==> config.mk <==
export PLATFORM = sky130hd
export DESIGN_NAME = mc_control_fsm
export DESIGN_NICKNAME = d
export VERILOG_FILES = /design/src/rtl/mc_ctrl_pkg.sv /design/src/rtl/mc_ctrl_next_state.sv /design/src/rtl/mc_control_fsm.sv
export SDC_FILE = /design/constraint.sdc
export NUM_CORES = 1
export LEC_CHECK = 0
export BUFFER_PORTS_ARGS = -buffer_cell sky130_fd_sc_hd__buf_2
export CORE_AREA = 5 5 42 44
export DETAILED_ROUTE_END_ITERATION = 12
export DIE_AREA = 0 0 47 49
export PLACE_DENSITY = 0.73
export RECOVER_POWER = 25
export SLEW_MARGIN = 15
export SYNTH_ARGS = -nofsm -noshare
export SYNTH_HDL_FRONTEND = slang
export SYNTH_SLANG_ARGS = --single-unit
==> constraint.sdc <==
create_clock -name clk_i -period 1.9 [get_ports clk_i]
set_input_delay 0.38 -clock clk_i [delete_from_list [all_inputs] [get_ports clk_i]]
set_output_delay 0.38 -clock clk_i [all_outputs]
set_load 0.02 [all_outputs]
==> src/rtl/mc_ctrl_pkg.sv <==
// Shared types and constants for the multi-cycle MIPS control sequencer.
// Holds the state encoding, the supported opcodes and the datapath select codes.
package mc_ctrl_pkg;

    localparam int OP_W = 6;
    localparam int ST_W = 4;

    typedef enum logic [ST_W-1:0] {
        S_IDLE   = 4'd0,
        S_FETCH  = 4'd1,
        S_DECODE = 4'd2,
        S_MEMADR = 4'd3,
        S_MEMRD  = 4'd4,
        S_MEMWB  = 4'd5,
        S_MEMWR  = 4'd6,
        S_RTEX   = 4'd7,
        S_RTWB   = 4'd8,
        S_ADDIEX = 4'd9,
        S_ADDIWB = 4'd10,
        S_BRANCH = 4'd11,
        S_JUMP   = 4'd12
    } state_t;

    localparam logic [OP_W-1:0] OP_RTYPE = 6'b000000;
    localparam logic [OP_W-1:0] OP_ADDI  = 6'b001000;
    localparam logic [OP_W-1:0] OP_LW    = 6'b100011;
    localparam logic [OP_W-1:0] OP_SW    = 6'b101011;
    localparam logic [OP_W-1:0] OP_BEQ   = 6'b000100;
    localparam logic [OP_W-1:0] OP_J     = 6'b000010;

    localparam logic [1:0] ALU_ADD   = 2'b00;
    localparam logic [1:0] ALU_SUB   = 2'b01;
    localparam logic [1:0] ALU_FUNCT = 2'b10;
    localparam logic [1:0] ALU_IMM   = 2'b11;

    localparam logic [1:0] SRCB_RT    = 2'b00;
    localparam logic [1:0] SRCB_FOUR  = 2'b01;
    localparam logic [1:0] SRCB_IMM   = 2'b10;
    localparam logic [1:0] SRCB_IMMSH = 2'b11;

    localparam logic [1:0] PCSRC_ALU    = 2'b00;
    localparam logic [1:0] PCSRC_ALUOUT = 2'b01;
    localparam logic [1:0] PCSRC_JUMP   = 2'b10;

endpackage

==> src/rtl/mc_ctrl_next_state.sv <==
// Combinational next-state function of the multi-cycle control sequencer.
// Flags an unsupported opcode while in DECODE.
module mc_ctrl_next_state
    import mc_ctrl_pkg::*;
(
    input  state_t          state,
    input  logic [OP_W-1:0] op,
    input  logic            memReady,
    input  logic            start,
    output state_t          nextState,
    output logic            illegal
);

    // Transition table; memory states hold until the handshake completes.
    always_comb begin
        nextState = state;
        illegal   = 1'b0;
        case (state)
            S_IDLE: begin
                if (start) nextState = S_FETCH;
                else       nextState = S_IDLE;
            end
            S_FETCH: begin
                if (memReady) nextState = S_DECODE;
                else          nextState = S_FETCH;
            end
            S_DECODE: begin
                case (op)
                    OP_RTYPE: nextState = S_RTEX;
                    OP_ADDI:  nextState = S_ADDIEX;
                    OP_LW:    nextState = S_MEMADR;
                    OP_SW:    nextState = S_MEMADR;
                    OP_BEQ:   nextState = S_BRANCH;
                    OP_J:     nextState = S_JUMP;
                    default: begin
                        nextState = S_FETCH;
                        illegal   = 1'b1;
                    end
                endcase
            end
            S_MEMADR: begin
                if (op == OP_LW)      nextState = S_MEMRD;
                else if (op == OP_SW) nextState = S_MEMWR;
                else                  nextState = S_FETCH;
            end
            S_MEMRD: begin
                if (memReady) nextState = S_MEMWB;
                else          nextState = S_MEMRD;
            end
            S_MEMWR: begin
                if (memReady) nextState = S_FETCH;
                else          nextState = S_MEMWR;
            end
            S_RTEX:   nextState = S_RTWB;
            S_ADDIEX: nextState = S_ADDIWB;
            S_MEMWB, S_RTWB, S_ADDIWB, S_BRANCH, S_JUMP: nextState = S_FETCH;
            default:  nextState = S_FETCH;
        endcase
    end

endmodule

==> src/rtl/mc_control_fsm.sv <==
// Multi-cycle MIPS control sequencer: state register plus datapath control decode.
// Controls decode from the current state; FETCH's PC/IR loads also wait on mem_ready_i.
module mc_control_fsm
    import mc_ctrl_pkg::*;
(
    input  logic            clk_i,
    input  logic            rst_i,
    input  logic            start_i,
    input  logic [OP_W-1:0] Op_i,
    input  logic            Zero_i,
    input  logic            mem_ready_i,
    output logic            PCWrite_o,
    output logic            PCWriteCond_o,
    output logic            IorD_o,
    output logic            MemRead_o,
    output logic            MemWrite_o,
    output logic            IRWrite_o,
    output logic            MemtoReg_o,
    output logic            RegDst_o,
    output logic            RegWrite_o,
    output logic            ALUSrcA_o,
    output logic [1:0]      ALUSrcB_o,
    output logic [1:0]      ALUOp_o,
    output logic [1:0]      PCSource_o,
    output logic            illegal_o,
    output logic [ST_W-1:0] state_o
);

    state_t stateR;
    state_t nextStateS;
    logic   illegalS;
    logic   unusedZero_s;

    // Zero_i is applied by the datapath through PCWriteCond_o, not by the sequencer.
    assign unusedZero_s = Zero_i;

    mc_ctrl_next_state uNextState (
        .state     (stateR),
        .op        (Op_i),
        .memReady  (mem_ready_i),
        .start     (start_i),
        .nextState (nextStateS),
        .illegal   (illegalS)
    );

    // State register; reset aborts any instruction in flight.
    always_ff @(posedge clk_i or posedge rst_i) begin
        if (rst_i) stateR <= S_IDLE;
        else       stateR <= nextStateS;
    end

    assign state_o = stateR;

    // Datapath control decode from the current state.
    always_comb begin
        PCWrite_o     = 1'b0;
        PCWriteCond_o = 1'b0;
        IorD_o        = 1'b0;
        MemRead_o     = 1'b0;
        MemWrite_o    = 1'b0;
        IRWrite_o     = 1'b0;
        MemtoReg_o    = 1'b0;
        RegDst_o      = 1'b0;
        RegWrite_o    = 1'b0;
        ALUSrcA_o     = 1'b0;
        ALUSrcB_o     = SRCB_RT;
        ALUOp_o       = ALU_ADD;
        PCSource_o    = PCSRC_ALU;
        illegal_o     = 1'b0;
        case (stateR)
            S_IDLE: begin
                PCWrite_o = 1'b0;
            end
            S_FETCH: begin
                MemRead_o = 1'b1;
                ALUSrcB_o = SRCB_FOUR;
                IRWrite_o = mem_ready_i;
                PCWrite_o = mem_ready_i;
            end
            S_DECODE: begin
                ALUSrcB_o = SRCB_IMMSH;
                illegal_o = illegalS;
            end
            S_MEMADR: begin
                ALUSrcA_o = 1'b1;
                ALUSrcB_o = SRCB_IMM;
            end
            S_MEMRD: begin
                MemRead_o = 1'b1;
                IorD_o    = 1'b1;
            end
            S_MEMWB: begin
                RegWrite_o = 1'b1;
                MemtoReg_o = 1'b1;
            end
            S_MEMWR: begin
                MemWrite_o = 1'b1;
                IorD_o     = 1'b1;
            end
            S_RTEX: begin
                ALUSrcA_o = 1'b1;
                ALUOp_o   = ALU_FUNCT;
            end
            S_RTWB: begin
                RegWrite_o = 1'b1;
                RegDst_o   = 1'b1;
            end
            S_ADDIEX: begin
                ALUSrcA_o = 1'b1;
                ALUSrcB_o = SRCB_IMM;
                ALUOp_o   = ALU_IMM;
            end
            S_ADDIWB: begin
                RegWrite_o = 1'b1;
            end
            S_BRANCH: begin
                ALUSrcA_o     = 1'b1;
                ALUOp_o       = ALU_SUB;
                PCWriteCond_o = 1'b1;
                PCSource_o    = PCSRC_ALUOUT;
            end
            S_JUMP: begin
                PCWrite_o  = 1'b1;
                PCSource_o = PCSRC_JUMP;
            end
            default: begin
                PCWrite_o = 1'b0;
            end
        endcase
    end

endmodule

==> impl.org <==
** Place
- Final HPWL from detailed placement :: 1.19 mm
- Cell count after placement :: 116
- Count of buffers inserted at the top-level ports :: 30
- Routability congestion estimate from global placement :: 0.821

** Synth
- After synthesis, the share of flip-flops with an asynchronous set or reset is 100%.
- The Yosys step of the flow raised 0 warnings.
- Yosys cell types :: 34
- Yosys mapped a number of flops with a built-in enable equal to 0.
- In this run the cell area of the synthesized design comes to 510 um2.
- sky130_fd_sc_hd__dfrtp_1 takes more of the synthesized area than any other cell.
- Of the synthesized area, sequential elements account for 19.6%.
- Post-Synthesis Net Count :: 83
- A synthesized cell averages 7.09 um2.
- Largest cells by area after synthesis :: sky130_fd_sc_hd__dfrtp_1 (20%), sky130_fd_sc_hd__nor2_1 (6.6%), sky130_fd_sc_hd__nor3_1 (4.9%)
- Most used flip-flop cell after synthesis :: sky130_fd_sc_hd__dfrtp_1
- Number of synthesized register bits :: 4
- Counting every instance in the synthesized netlist gives 72.
- Portion of synthesized cell area occupied by the leading cell type :: 19.6%

** Critical path
- The worst register-to-register path ends at state_o[1].
- For the worst flop-to-flop path, the logic depth is 3.
- The critical path in this run is classified as reg -> out.
- The worst setup path is launched from a flip-flop.
- Critical Path AT :: 1.39 ns
- Along the worst path, the maximum fanout reaches 5.
- In this run the critical register-to-register path is launched from state_o[0].
- Data on the critical path is required at its endpoint by 1.52 ns.
- Register-to-Register Setup Slack :: 0.32 ns
- STA classifies the critical path endpoint as an output pin.

** Power and ir drop
- Across the VDD grid, the largest voltage drop is 0.000629 V.
- Power comes to 799 uW.
- Leakage power :: 0.000357 uW
- Dividing total power by cell area gives a power density of 1100 mW/mm2.

** Clocking
- Worst-path clk slew :: 0.04 ns
- Insertion delay of the later-clocked pin in the worst-skew pair :: 0.24 ns
- CTS Hold Bufs :: 0
- Number of sinks on the clock net :: 4
- CTS buffer count :: 3
- H-Tree Depth :: 1
- CTS tree :: done
- Clock root buffer :: sky130_fd_sc_hd__clkbuf_4
- No sink is reached through more buffers than the 2 on the longest clock path.
- In this run the post-CTS setup repair buffer count came out at 0.

** Global routing
- Grt ovf :: 0
- Global Route Usage Sum :: 15.3%
- Pin count of the biggest net entering global routing :: 16
- First-pass GRT wire length :: 2.61 mm
- The via count of the first global-routing pass came to 614.
- Initial antenna violation count :: 0

** STA
- Setup violations remaining at the end of the flow were counted as 0.
- Measured against its own limit, the worst slew margin works out to 77.7%.
- Final clock skew :: 0.00397 ns
- The number of pins with negative max-slew slack in the final report is 0.
- Number of hold violations in the final report :: 0
- Tmin final :: 1.77 ns
- RSZ-0062 raised after global routing :: no
- Of the available clock period, the critical path in the final layout requires 93.2%.
- At the pin with the least slew margin, the transition time is 0.330 ns.
- Highest attainable clock frequency :: 565 MHz
- Setup tns final :: 0 ns

** Floorplanning
- Die Footprint :: 0.00230 mm2
- Number of rows created at floorplan :: 14
- In this run the standard cell core region covers 0.00140 mm2.
- In this run the horizontal extent of the chip is 47 um.
- 32 I/O pins were placed.
- Once the floorplan was initialized, standard cells occupied 36.4% of the core.
- The die is 49 um tall.

** Detailed routing
- For this run, design rule violations remaining after detail routing come to 0.
- DR iter-0 viols :: 6
- Across all layers, the routed design uses 649 vias.
- Antenna Violating Nets Remaining :: 0
- The routed design has 1.56 mm of wire.
- Via count normalized by instance count :: 5.45
- Number of iterations in the first detailed-routing pass :: 4
- In the final routed layout, each cell accounts on average for 13.1 um.

** Finish
- Register area :: 105 um2
- In the final layout, the multi-input gates occupy 377 um2.
- Area Overhead vs Synth :: 42.9%
- Final Instance Count excl. Fillers :: 119
- Share of the core filled with cells in the final layout :: 52.1%
- In the final design database the tool counted 116 nets.
- The number of antenna diodes in the final layout is 0.
- Layout filler cell count :: 157
- Leaving out fill and tap cells, the most frequent cell in the layout is sky130_fd_sc_hd__buf_2.
- In the final layout, the share of cells above drive strength 1 is 46.6%.
- Largest register FFs :: 4
- The library cells used most frequently in the layout, excluding fill and tap cells, are sky130_fd_sc_hd__buf_2 (29), sky130_fd_sc_hd__nand2_1 (6), sky130_fd_sc_hd__nor2_1 (6), sky130_fd_sc_hd__buf_4 (6), sky130_fd_sc_hd__nor3_1 (5).

** Outcome
- Result of the run :: complete, no violations

** Job
- Number of max-capacitance violations reported :: 0

** Hold path
- Worst hold path type :: in -> async
-- worst max path at each step --
stage | startpoint | end | slack (ns)
final | state_o[2] | illegal_o | 0.13
after global routing | state_o[3] | illegal_o | 0.008
after CTS | state_o[0] | illegal_o | 0.02
after detailed placement | Op_i[2] | illegal_o | 0.20
after global placement | Op_i[2] | illegal_o | 0.20
after floorplan | state_o[0] | PCSource_o[0] | 0.03
-- logic make-up (layout without fill, tap and decap cells) --
group | Yosys count | in the layout | share of synthesized area (%)
AND/OR/NAND/NOR | 33 | 33 | 34.6
buffers and inverters | 11 | 42 | 9.31
XOR/XNOR | 3 | 3 | 5.15
AO/OA/AOI/OAI | 20 | 20 | 29.4
flip-flops | 4 | 4 | 19.6
multiplexers | 1 | 1 | 1.96
-- cell type report --
cell class | instances | share of cell area (%)
inverter | 4 | 2.06
clock buffer | 3 | 3.09
sequential | 4 | 14.4
tap | 16 | 2.74
timing repair buffer | 35 | 26.1
multi-input combinational | 57 | 51.6
-- critical path, cell delays in order, from the launching register on --
cell                      delay [ns]
sky130_fd_sc_hd__dfrtp_2        0.43
sky130_fd_sc_hd__nor2_2         0.13
sky130_fd_sc_hd__nand2_1        0.12
sky130_fd_sc_hd__nor4b_2        0.30
sky130_fd_sc_hd__buf_4          0.18
-- routing by layer --
| layer | track usage, % | share of wire [%] | routed length [um] |
|---|---|---|---|
| met1 | 18.4 | 44 | 694 |
| met2 | 22.6 | 44 | 687 |
| met3 | 3.69 | 9.1 | 142 |
| met4 | 10.6 | 2.4 | 38 |
| met5 | 0 | 0 | 0 |
-- repair_timing --
| item | 4_1_cts | 5_1_grt |
|---|---|---|
| gates resized for setup | 0 | 7 |
| setup endpoints to repair | 0 | 8 |
| hold endpoints to repair | 0 | 0 |
-- where the power goes --
part           internal [uW]  leakage, uW  switching, uW  total, uW
Clock                   70.7    0.0000138           34.9        106
Sequential               110    0.0000463           79.1        189
Combinational            206     0.000297            299        505
-- synthesized netlist by cell type, types with 2 or more instances --
library cell / count
sky130_fd_sc_hd__a21oi_1: 4
sky130_fd_sc_hd__a31oi_1: 2
sky130_fd_sc_hd__buf_1: 2
sky130_fd_sc_hd__buf_2: 2
sky130_fd_sc_hd__clkbuf_1: 2
sky130_fd_sc_hd__dfrtp_1: 4
sky130_fd_sc_hd__inv_1: 4
sky130_fd_sc_hd__nand2_1: 6
sky130_fd_sc_hd__nand2b_1: 3
sky130_fd_sc_hd__nor2_1: 9
sky130_fd_sc_hd__nor2b_1: 2
sky130_fd_sc_hd__nor3_1: 5
sky130_fd_sc_hd__nor4_1: 2
sky130_fd_sc_hd__o21ai_0: 3
sky130_fd_sc_hd__o41ai_1: 2
sky130_fd_sc_hd__xnor2_1: 2
-- per-stage QoR --
stage	area (um2)	setup slack, ns	hold slack (ns)
floorplan	519	0.0350	0.146
global placement	694	0.202	0.259
detailed placement	694	0.196	0.260
CTS	717	0.0155	0.0137
global route	729	0.00836	0.0101
finish	729	0.130	0.00894
Note: power is estimated with default switching activity, not from simulation.
